**config.mk**
```make
export PLATFORM = sky130hd
export DESIGN_NAME = decode_ctrl_stage
export DESIGN_NICKNAME = d
export VERILOG_FILES = /design/src/rtl/decode_ctrl_stage.sv
export SDC_FILE = /design/constraint.sdc
export NUM_CORES = 1
export LEC_CHECK = 0
export ABC_AREA = 1
export CAP_MARGIN = 20
export CORE_AREA = 2 2 231 119
export DETAILED_ROUTE_END_ITERATION = 12
export DIE_AREA = 0 0 233 121
export HOLD_SLACK_MARGIN = 0.06
export PLACE_DENSITY_LB_ADDON = 0.15
export SETUP_SLACK_MARGIN = 0.1
export SLEW_MARGIN = 15
export SYNTH_ARGS = -nofsm -noshare
export SYNTH_HDL_FRONTEND = slang
export SYNTH_SLANG_ARGS = --single-unit
```
**constraint.sdc**
```tcl
create_clock -name clk -period 2.2 [get_ports clk]
set_clock_uncertainty 0.05 [all_clocks]
set_input_delay 0.33 -clock clk [delete_from_list [all_inputs] [get_ports clk]]
set_output_delay 0.33 -clock clk [all_outputs]
set_load 0.03 [all_outputs]
```
**src/rtl/decode_ctrl_stage.sv**
```systemverilog
// Registered RISC-V decode stage.
// Each accepted instruction is decoded into a control bundle, register indices and a
// sign-extended immediate. Bundles are held in an output register (O) backed by one
// skid register (S), so upstream never sees a combinational path from out_ready.
module decode_ctrl_stage #(
    parameter int XLEN        = 64,
    parameter int ENABLE_RV64 = 1,
    parameter int CNT_W       = 16
) (
    input  logic             clk,
    input  logic             reset,
    input  logic             flush,
    input  logic             in_valid,
    output logic             in_ready,
    input  logic [31:0]      in_instr,
    input  logic [XLEN-1:0]  in_pc,
    output logic             out_valid,
    input  logic             out_ready,
    output logic [XLEN-1:0]  out_pc,
    output logic [4:0]       out_rs1,
    output logic [4:0]       out_rs2,
    output logic [4:0]       out_rd,
    output logic [XLEN-1:0]  out_imm,
    output logic [12:0]      out_ctrl,
    output logic             out_illegal,
    output logic [CNT_W-1:0] illegal_cnt
);

    // One decoded instruction as it travels through O or S.
    typedef struct packed {
        logic [XLEN-1:0] pc;
        logic [4:0]      rs1;
        logic [4:0]      rs2;
        logic [4:0]      rd;
        logic [XLEN-1:0] imm;
        logic [12:0]     ctrl;
        logic            illegal;
    } bundle_t;

    // O/S occupancy: EMPTY (O0,S0), ONE (O1,S0), FULL (O1,S1).
    typedef enum logic [1:0] {
        ST_EMPTY = 2'd0,
        ST_ONE   = 2'd1,
        ST_FULL  = 2'd2
    } state_e;

    // Control word layout:
    // {regWrite, aluSrc, aluOp[1:0], aluSext, memRead, memWrite, branch, jump, jumpReg, lui, auipc, excep}
    localparam logic [12:0] CTRL_OP     = 13'b1_0100_00000000;
    localparam logic [12:0] CTRL_OP32   = 13'b1_0101_00000000;
    localparam logic [12:0] CTRL_OPIMM  = 13'b1_1110_00000000;
    localparam logic [12:0] CTRL_OPIMM32= 13'b1_1111_00000000;
    localparam logic [12:0] CTRL_LOAD   = 13'b1_1000_10000000;
    localparam logic [12:0] CTRL_STORE  = 13'b0_1000_01000000;
    localparam logic [12:0] CTRL_BRANCH = 13'b0_0010_00100000;
    localparam logic [12:0] CTRL_JAL    = 13'b1_0000_00010000;
    localparam logic [12:0] CTRL_JALR   = 13'b1_1000_00001000;
    localparam logic [12:0] CTRL_LUI    = 13'b1_1000_00000100;
    localparam logic [12:0] CTRL_AUIPC  = 13'b1_1000_00000010;
    localparam logic [12:0] CTRL_SYSTEM = 13'b1_0000_00000001;

    localparam logic RV64_ON = (ENABLE_RV64 != 0);

    // Decode a raw instruction word into a bundle. Illegal encodings carry ctrl=0, imm=0.
    function automatic bundle_t decode_instr(input logic [31:0] instr, input logic [XLEN-1:0] pc);
        bundle_t         b;
        logic [12:0]     ctrl;
        logic            illegal;
        logic [31:0]     imm_i;
        logic [31:0]     imm_s;
        logic [31:0]     imm_b;
        logic [31:0]     imm_u;
        logic [31:0]     imm_j;
        logic [31:0]     imm32;
        logic [XLEN-1:0] imm_x;

        imm_i = {{20{instr[31]}}, instr[31:20]};
        imm_s = {{20{instr[31]}}, instr[31:25], instr[11:7]};
        imm_b = {{19{instr[31]}}, instr[31], instr[7], instr[30:25], instr[11:8], 1'b0};
        imm_u = {instr[31:12], 12'd0};
        imm_j = {{11{instr[31]}}, instr[31], instr[19:12], instr[20], instr[30:21], 1'b0};

        ctrl    = 13'd0;
        illegal = 1'b0;
        imm32   = 32'd0;

        case (instr[6:0])
            7'b0110011: ctrl = CTRL_OP;
            7'b0111011: begin
                ctrl    = RV64_ON ? CTRL_OP32 : 13'd0;
                illegal = ~RV64_ON;
            end
            7'b0010011: begin
                ctrl  = CTRL_OPIMM;
                imm32 = imm_i;
            end
            7'b0011011: begin
                ctrl    = RV64_ON ? CTRL_OPIMM32 : 13'd0;
                illegal = ~RV64_ON;
                imm32   = RV64_ON ? imm_i : 32'd0;
            end
            7'b0000011: begin
                ctrl  = CTRL_LOAD;
                imm32 = imm_i;
            end
            7'b0100011: begin
                ctrl  = CTRL_STORE;
                imm32 = imm_s;
            end
            7'b1100011: begin
                ctrl  = CTRL_BRANCH;
                imm32 = imm_b;
            end
            7'b1101111: begin
                ctrl  = CTRL_JAL;
                imm32 = imm_j;
            end
            7'b1100111: begin
                ctrl  = CTRL_JALR;
                imm32 = imm_i;
            end
            7'b0110111: begin
                ctrl  = CTRL_LUI;
                imm32 = imm_u;
            end
            7'b0010111: begin
                ctrl  = CTRL_AUIPC;
                imm32 = imm_u;
            end
            7'b1110011: begin
                ctrl  = CTRL_SYSTEM;
                imm32 = imm_i;
            end
            default: begin
                ctrl    = 13'd0;
                illegal = 1'b1;
            end
        endcase

        // Writes to x0 are architecturally discarded; drop regWrite so execute never sees them.
        ctrl[12] = ctrl[12] & (instr[11:7] != 5'd0);

        imm_x        = {XLEN{imm32[31]}};
        imm_x[31:0]  = imm32;

        b.pc      = pc;
        b.rs1     = instr[19:15];
        b.rs2     = instr[24:20];
        b.rd      = instr[11:7];
        b.imm     = imm_x;
        b.ctrl    = ctrl;
        b.illegal = illegal;
        return b;
    endfunction

    state_e           state_q, state_d;
    bundle_t          o_q, o_d;
    bundle_t          s_q, s_d;
    logic [CNT_W-1:0] cnt_q, cnt_d;
    bundle_t          dec;
    logic             accept;
    logic             hand_illegal;

    // Handshake views derived purely from registered occupancy.
    assign in_ready  = (state_q != ST_FULL);
    assign out_valid = (state_q != ST_EMPTY);

    assign out_pc      = o_q.pc;
    assign out_rs1     = o_q.rs1;
    assign out_rs2     = o_q.rs2;
    assign out_rd      = o_q.rd;
    assign out_imm     = o_q.imm;
    assign out_ctrl    = o_q.ctrl;
    assign out_illegal = o_q.illegal;
    assign illegal_cnt = cnt_q;

    // Occupancy next-state and O/S load selection; flush wins over any accept.
    always_comb begin
        dec     = decode_instr(in_instr, in_pc);
        accept  = in_valid & in_ready;
        state_d = state_q;
        o_d     = o_q;
        s_d     = s_q;
        if (flush) begin
            state_d = ST_EMPTY;
        end else begin
            case (state_q)
                ST_EMPTY: begin
                    if (accept) begin
                        o_d     = dec;
                        state_d = ST_ONE;
                    end else begin
                        state_d = ST_EMPTY;
                    end
                end
                ST_ONE: begin
                    if (accept && out_ready) begin
                        o_d     = dec;
                        state_d = ST_ONE;
                    end else if (accept) begin
                        s_d     = dec;
                        state_d = ST_FULL;
                    end else if (out_ready) begin
                        state_d = ST_EMPTY;
                    end else begin
                        state_d = ST_ONE;
                    end
                end
                ST_FULL: begin
                    if (out_ready) begin
                        o_d     = s_q;
                        state_d = ST_ONE;
                    end else begin
                        state_d = ST_FULL;
                    end
                end
                default: state_d = ST_EMPTY;
            endcase
        end
    end

    // Saturating count of illegal bundles actually handed downstream.
    always_comb begin
        hand_illegal = out_valid & out_ready & o_q.illegal;
        if (hand_illegal && (cnt_q != {CNT_W{1'b1}})) begin
            cnt_d = cnt_q + CNT_W'(1'b1);
        end else begin
            cnt_d = cnt_q;
        end
    end

    // State, buffer and counter registers with synchronous reset.
    always_ff @(posedge clk) begin
        if (reset) begin
            state_q <= ST_EMPTY;
            o_q     <= {$bits(bundle_t){1'b0}};
            s_q     <= {$bits(bundle_t){1'b0}};
            cnt_q   <= {CNT_W{1'b0}};
        end else begin
            state_q <= state_d;
            o_q     <= o_d;
            s_q     <= s_d;
            cnt_q   <= cnt_d;
        end
    end

endmodule
```
After elaboration in Yosys (flattened, before gate mapping)
Cells that the tools add are included.
- register bits after elaboration: 300
- output and inout bits: 175
- ROM bits: 0
- memory bits (writable): 0
- input port bits: 101
- bits in latches: 0
- logic and storage cells: 67
- memories: 0
- multiply operators: 0
- reductions and logical operators: 12
- multiplexer cells: 13
- bitwise logic cells: 6
- divide/modulo/power cells: 0
- eq/ne operators: 19
- $lt $le $gt $ge: 0
- $add $sub $neg: 1
- shifts and indexed selects: 0
- operators by type and width (cell ; count):
    157-bit 2-to-1 mux ; 3
    157-bit case mux with 3 select lines ; 1
    32-bit case mux with 5 select lines ; 1
    13-bit case mux with 12 select lines ; 1
    7-bit by 6-bit == test with 1-bit output (second input constant) ; 4
    7-bit == test (second input constant) ; 4
    7-bit by 5-bit == test with 1-bit output (second input constant) ; 3
    16-bit by 1-bit adder with 16-bit output (second input constant) ; 1
    16-bit != test (second input constant) ; 1
    12-bit OR reduction ; 1
    2-bit != test (second input constant) ; 4
    7-bit by 2-bit == test with 1-bit output (second input constant) ; 1
    2-bit 2-to-1 mux ; 3
    2-bit case mux with 3 select lines ; 1
    5-bit AND reduction ; 1
    5-bit nonzero test ; 1
    5-bit OR reduction ; 1
    1-bit AND ; 4
    4-bit AND reduction ; 1
    2-bit OR reduction ; 2
    1-bit 2-to-1 mux ; 3
    3-bit nonzero test ; 1
    2-bit by 1-bit == test with 1-bit output (second input constant) ; 1
    2-bit == test (second input constant) ; 1
    other kinds (4) ; 6

Logic depth before layout (Yosys ltp)
Gate-level depths: netlist of the first run.
- depth after elaboration: 5
- gate-level depth with buffers: 14
- depth with buffers taken out: 11

Worst setup path after synthesis of the first run
No wires, ideal clock.
- path kind: register to register
- start: reg state_q[0]
- end: reg s_q[115] in the netlist's numbering
- path buffers: 5
- data required time: 2.034 ns
- arrival time: 2.147 ns
- setup slack: -0.113 ns
- stages on the path, launching flop included: 13
- period minus slack after synthesis: 2.313 ns
- library setup time: 0.116 ns
- path through: dfxtp_1 > buf_4 > nor2_4 > clkbuf_1 > nor2_1 > ha_1 > or2_0 > or2_1 > buf_2 > buf_2 > clkbuf_1 > o21ai_0 > nor2_1
- longest elaborated chain between the ends: 5
- elaborated cells on any way between the ends: 6
- classes of those cells: eq/ne (2); bitwise (2); reduce/logical (2)
- RTL lines (element ; line ; RTL):
    from (decl) ; 156 ; state_e state_q, state_d;
    from (signal assigned) ; 240 ; state_q <= state_d;
    2-bit != test ; 165 ; assign in_ready = (state_q != ST_FULL);
    1-bit AND ; 180 ; accept = in_valid & in_ready;
    1-bit logical AND ; 197 ; if (accept && out_ready) begin
    1-bit inverter (no source line) ; n/a ;
    4-bit AND reduction (no source line) (*) ; n/a ;
    to (signal assigned) ; 237 ; s_q <= {$bits(bundle_t){1'b0}};
    to (decl) ; 158 ; bundle_t s_q, s_d;
Every way passes the cells marked *; elsewhere a longest branch is shown, timed or not.
A chain may end at the register's enable or synchronous reset.

Final worst setup path of the first run
- start: reg cnt_q[6] (netlist: illegal_cnt[6])
- end: out illegal_cnt[6]
- RTL lines (element ; line ; RTL):
    from (decl) ; 159 ; logic [CNT_W-1:0] cnt_q, cnt_d;
    from (signal assigned) ; 238 ; cnt_q <= {CNT_W{1'b0}};
    from (signal assigned) ; 243 ; cnt_q <= cnt_d;
    to (decl) ; 26 ; output logic [CNT_W-1:0] illegal_cnt
No word-level cell between the ends.

==> impl_metrics.tcl, run 1 <==
set metrics [dict create \
    die_h_um 121 \
    h-tree-depth 1 \
    finalCritPeriodShare_pct 92.9 \
    syn_area_sq_mm 0.0117 \
    cts.path.max_buffers 3 \
    leakage_nw 6.56 \
    clk_pin_slew_ns 0.07 \
    cp_max_fo 5 \
    cp.arrival_ns 1.66 \
    dp_cells 2111 \
    synth_edf_count 0 \
    cp-end-kind "primary output" \
    critPathMaxStageDelay_ns 0.71 \
    fp.dieW_um 233 \
    layoutNonFillerInstCount 2160 \
    yosys_warnings 0 \
    drive_gt1_share_pct 9.57 \
    gp_congestion 0.875 \
    critPathKind "flop to primary output" \
    synth_cells 1582 \
    period_minus_slack_ns 2.04 \
    grt_pass1_vias 10700 \
    avgViaCountPerCell 5.33 \
    syn-num-nets 1686 \
    synth.area.top_cells "dfxtp_1 46%, nand2_1 9.3%, nor2_1 7.5%" \
    r2r_setup_slack_ns 0.21 \
    portBuffers 275 \
    wl_um 35600 \
    drc 0 \
    yosysMostFrequentCell "nand2_1" \
    synth_cell_type_count 39 \
    insertion_delay_ns 0.53 \
    ys_ff_latch 268 \
    start_util_pct 44.6 \
    maxSlewHeadroom_pct 40.0 \
    dieArea_sq_mm 0.0282 \
    critPathTopFamily "buffers and inverters" \
    syn_avg_cell_area_sq_um 7.37 \
    core_area_sq_mm 0.0261 \
    ir_drop_mv 0.498 \
    dp_hpwl_um 22800 \
    vias 11500 \
    rsz0062_at_grt "false" \
    worst_pin_slew_ns 0.901 \
    finalSetupViolations 0 \
    diodes 0 \
    outcome "complete, no violations" \
    grt_pass1_wl_um 55600 \
    worst_ep_required_time_ns 1.82 \
    min_path_type "primary input to flop" \
    first_pass_iters 5 \
    synth_top_area_cell "dfxtp_1" \
    power.density_mw_per_mm2 755 \
    max_freq_mhz 490 \
    cts_post_setup_buffers_inserted 0 \
    ys_top_cells_by_count "288 x nand2_1, 268 x dfxtp_1, 233 x nor2_1" \
    cts_tree "built" \
    ys_seq_area_share_pct 46.0 \
    drt_iter0_drc 890 \
    grt_use_total_pct 24.3 \
    routedWlPerCell_um 16.5 \
    numClockSinks 268 \
    crit_chain "clkdlybuf4s50_1" \
    syn_to_final_growth_pct 34.2 \
    grt_overflow 0 \
    cp.buffers_inverters 1 \
    hold_ws_ns 0.155 \
    io_pins 276 \
    async_flop_share_pct 0 \
    grt_max_degree 98 \
    cts_made_buffers 25 \
    cts_root_buf "clkbuf_16" \
    nets 1894 \
    synth_top_area_share_pct 46.0 \
    total_power_mw 11.8 \
    ant_nets 0 \
    antenna_found_initial 2 \
    slew_violations 0 \
    cp_slowest_cell "clkdlybuf4s50_1" \
    hold_viol 0 \
    start_kind "flop" \
    ys.flop_type "dfxtp_1" \
    row_count 42 \
    maxCapViolations 0 \
    fin_tns_setup_ns 0 \
]
==> flip-flops by register name, indices dropped and copies added (netlist names) <==
register and count:
s_q 125, out_ctrl 13, out_illegal 1, out_rs1 5, state_q 2, out_pc 64
out_imm 32, out_rd 5, out_rs2 5, illegal_cnt 16
==> cell usage in the layout (no fill, tap or decap), types with 45 or more instances in the layout <==
cell type / n
nand2_1: 288
dfxtp_1: 266
clkdlybuf4s50_1: 234
nor2_1: 232
o21ai_0: 163
a21oi_1: 120
o21ai_1: 92
a31oi_1: 82
inv_1: 61
buf_4: 45
==> kinds of logic (layout without fill, tap and decap cells) <==
logic type | after synthesis | count (layout) | share of synthesized area (%)
xor+xnor | 8 | 8 | 0.601
buf+inv | 220 | 446 | 9.14
compound gates | 470 | 470 | 21.4
simple gates | 613 | 613 | 22.5
fa+ha+maj | 3 | 3 | 0.322
flops | 268 | 268 | 46.0
==> path summary, 6_finish.rpt <==
check / cells after the start / to / start
worst max-delay path: 1 / illegal_cnt[6] / illegal_cnt[6]
worst min-delay path: 4 / illegal_cnt[2] / reset
worst max register to register: 12 / s_q[29] / state_q[1]
worst min register to register: 2 / out_ctrl[3] / out_ctrl[3]
==> per-layer routing <==
| metal | GRT usage [%] | share of wire (%) | vias up |
|---|---|---|---|
| met5 | 0 | 0.065 | - |
| met4 | 6.13 | 2.1 | 4 |
| met2 | 40.7 | 47 | 406 |
| met3 | 4.23 | 5.9 | 60 |
| li1 | - | - | 5646 |
| met1 | 32.5 | 45 | 5403 |
==> metrics by stage <==
step                utilization, %  area [sq um]  setup WS (ns)
floorplan                        -         11700         0.0743
global placement              56.0         14600        -0.0933
detailed placement            56.0         14600         -0.180
finish                        59.9         15600          0.157
CTS                           59.3         15500         0.0897
global route                  59.9         15600          0.101
==> timing repair <==
| action | CTS | global route |
|---|---|---|
| hold buffers | 0 | 0 |
| endpoints found under the setup margin | 23 | 148 |
| resized for setup | 23 | 15 |
| cloned | 0 | 4 |
==> where the power goes <==
part	switching, mW	internal, mW	total [mW]
registers	0.125	5.07	5.20
logic	1.07	0.753	1.83
clock network	1.94	2.84	4.79
==> cell type report <==
type / count / area (sq um)
Timing Repair Buffer: 330 / 3420
Sequential cell: 268 / 5370
Fill cell: 2329 / 10500
Multi-Input combinational cell: 1094 / 5230
Inverter: 71 / 287
Clock buffer: 32 / 702
Tap cell: 352 / 440
Clock inverter: 13 / 198
(Power assumes the default switching activity.)
==> run 2, diff against run 1 <==
- REMOVE_ABC_BUFFERS: default -> 1
==> run 2 against run 1 <==
  * Sequential power hardly changed
  * Sequential share of layout area decreased by 0.39 points
  * Non-clock buffer count up 16
  * Total power fell by 2.2%
  * Highest routed layer is now met4
==> impl_metrics.tcl, run 2 (synthesis gave the netlist of run 1 again) <==
set metrics [dict create \
    outcome "complete, no violations" \
    worst_ep_required_time_ns 1.82 \
    mostFrequentLayoutCells "288 x nand2_1, 266 x dfxtp_1, 232 x nor2_1, 232 x clkdlybuf4s50_1, 172 x o21ai_0" \
    seq_power_share_pct 45.0 \
    min_path_type "primary input to flop" \
    hold_ws_ns 0.222 \
    maxCapViolations 0 \
    cp.buffers_inverters 1 \
    dieArea_sq_mm 0.0282 \
    critPathTopFamily "buffers and inverters" \
    dp_cells 2123 \
    start_kind "flop" \
    grt_overflow 0 \
    grt_pass1_wl_um 55500 \
    nets 1910 \
    min_from "reset" \
    start_util_pct 44.6 \
    rsz0062_at_grt "true" \
    fin_tns_setup_ns 0 \
    power_frac_clock_pct 39.1 \
    period_minus_slack_ns 2.05 \
    vias 11500 \
    grt_pass1_vias 10800 \
    die_h_um 121 \
    r2r_setup_slack_ns 0.17 \
    drc 0 \
    fin_area_sq_mm 0.0158 \
    grt_use_total_pct 24.1 \
    finalCritPeriodShare_pct 93.4 \
    gp_congestion 0.899 \
    cp_slowest_cell "clkdlybuf4s50_1" \
    h-tree-depth 1 \
    fp.dieW_um 233 \
    maxSlewHeadroom_pct 40.3 \
    top_usage_layer "met2" \
    p_sw_mw 3.11 \
    r2r_cells 10 \
    finalSetupViolations 0 \
    cp-end-kind "primary output" \
    diodes 0 \
    drive_gt1_share_pct 9.70 \
    row_count 42 \
    core_area_sq_mm 0.0261 \
    cp.arrival_ns 1.67 \
    largest_reg_flops 125 \
    final_common_cell "nand2_1" \
    power.density_mw_per_mm2 730 \
    antenna_found_initial 0 \
    timing.rr.end "s_q[30]" \
    cts_root_buf "clkbuf_16" \
    ant_nets 0 \
    syn_to_final_growth_pct 35.7 \
    whs_path_depth 4 \
    max_freq_mhz 487 \
    fill_cells 2325 \
    ir_drop_mv 0.452 \
    dp_hpwl_um 22900 \
    grt_use_met2_pct 42.4 \
    wl_um 35800 \
    final_util_pct 60.6 \
    slew_violations 0 \
    critPathMaxStageDelay_ns 0.71 \
    cts.path.max_buffers 3 \
    drt_iter0_drc 854 \
    met3_usage_pct 3.36 \
    swShare_pct 26.9 \
    holdPathEnd "s_q[86]" \
    layoutNonFillerInstCount 2177 \
    hold_viol 0 \
    io_pins 276 \
    avgViaCountPerCell 5.30 \
    cts_made_buffers 25 \
    comb_power_share_pct 16.0 \
    first_pass_iters 5 \
    routedWlPerCell_um 16.4 \
    r2r_start "state_q[1]" \
    numClockSinks 268 \
    grt_max_degree 92 \
    cts_tree "built" \
    dpl_cell_area_sq_mm 0.0148 \
    leakage_nw 6.71 \
    worst_pin_slew_ns 0.895 \
    cp_max_fo 5 \
    intPower_mw 8.44 \
    crit_chain "clkdlybuf4s50_1" \
    clk_pin_slew_ns 0.07 \
    critPathKind "flop to primary output" \
    regMostFlops "s_q" \
    portBuffers 275 \
    insertion_delay_ns 0.54 \
    grt.met1_usage_pct 31.2 \
]
==> run 2: changes by cell type in the layout (fill, tap and decap cells not counted), sizes merged <==
| cell | previous run | this run |
|---|---|---|
| clkinvlp | 3 | 1 |
| bufinv | 5 | 3 |
| clkdlybuf4s15 | 1 | 0 |
| buf | 64 | 67 |
| dlygate4sd2 | 22 | 34 |
| clkbuf | 36 | 41 |
| clkinv | 6 | 7 |
| inv | 70 | 71 |
| clkdlybuf4s50 | 234 | 232 |
| dlymetal6s2s | 5 | 7 |
==> run 2: repair_timing <==
action	in CTS	in global routing
pin swaps	0	2
endpoints found under the hold margin	0	0
setup endpoints to repair	35	224
setup buffers	0	2
hold buffers	0	0
gates cloned	0	6
resized for setup	35	23
==> run 2: power by group through the flow <==
stage / Clock [mW] / Sequential, mW / Combinational [mW]
6_report: 4.51 / 5.19 / 1.85
5_1_grt: 4.80 / 5.21 / 1.98
4_1_cts: 4.59 / 5.19 / 1.83
3_5_place_dp: 0 / 5.30 / 1.86
3_3_place_gp: 0 / 5.30 / 1.84
2_1_floorplan: 0 / 5.72 / 0.501
==> run 2: stage by stage <==
stage               setup slack (ns)  power, mW
finish                         0.146       11.5
global route                  0.0731       12.0
CTS                           0.0210       11.6
detailed placement            -0.208       7.16
global placement              -0.142       7.13
floorplan                      -5.22       6.22
==> run 2: worst max-delay path by stage <==
stage,slack [ns],endpoint,cells after the start,start
3_3_place_gp,-0.14,out_imm[19],13,in_valid
4_1_cts,0.02,in_ready,4,state_q[0]
5_1_grt,0.07,s_q[89],10,state_q[1]
2_1_floorplan,-5.22,out_imm[62],2,out_imm[62]
3_5_place_dp,-0.21,out_imm[22],13,in_valid
6_report,0.15,illegal_cnt[9],1,illegal_cnt[9]
==> run 2: cell type report <==
| class | count | area (sq um) | share of cell area [%] |
|---|---|---|---|
| Multi-Input combinational cell | 1094 | 5240 | 33.1 |
| Tap cell | 352 | 440 | 2.78 |
| Timing Repair Buffer | 346 | 3650 | 23.1 |
| Inverter | 71 | 287 | 1.81 |
| Clock buffer | 35 | 703 | 4.44 |
| Sequential cell | 268 | 5370 | 33.9 |
| Clock inverter | 11 | 140 | 0.885 |
==> run 2: metal layers <==
layer | share of wire, % | vias to the layer above
met3 | 5.3 | 58
met5 | 0 | -
met1 | 43 | 5449
li1 | - | 5683
met2 | 49 | 357
met4 | 2.1 | 0
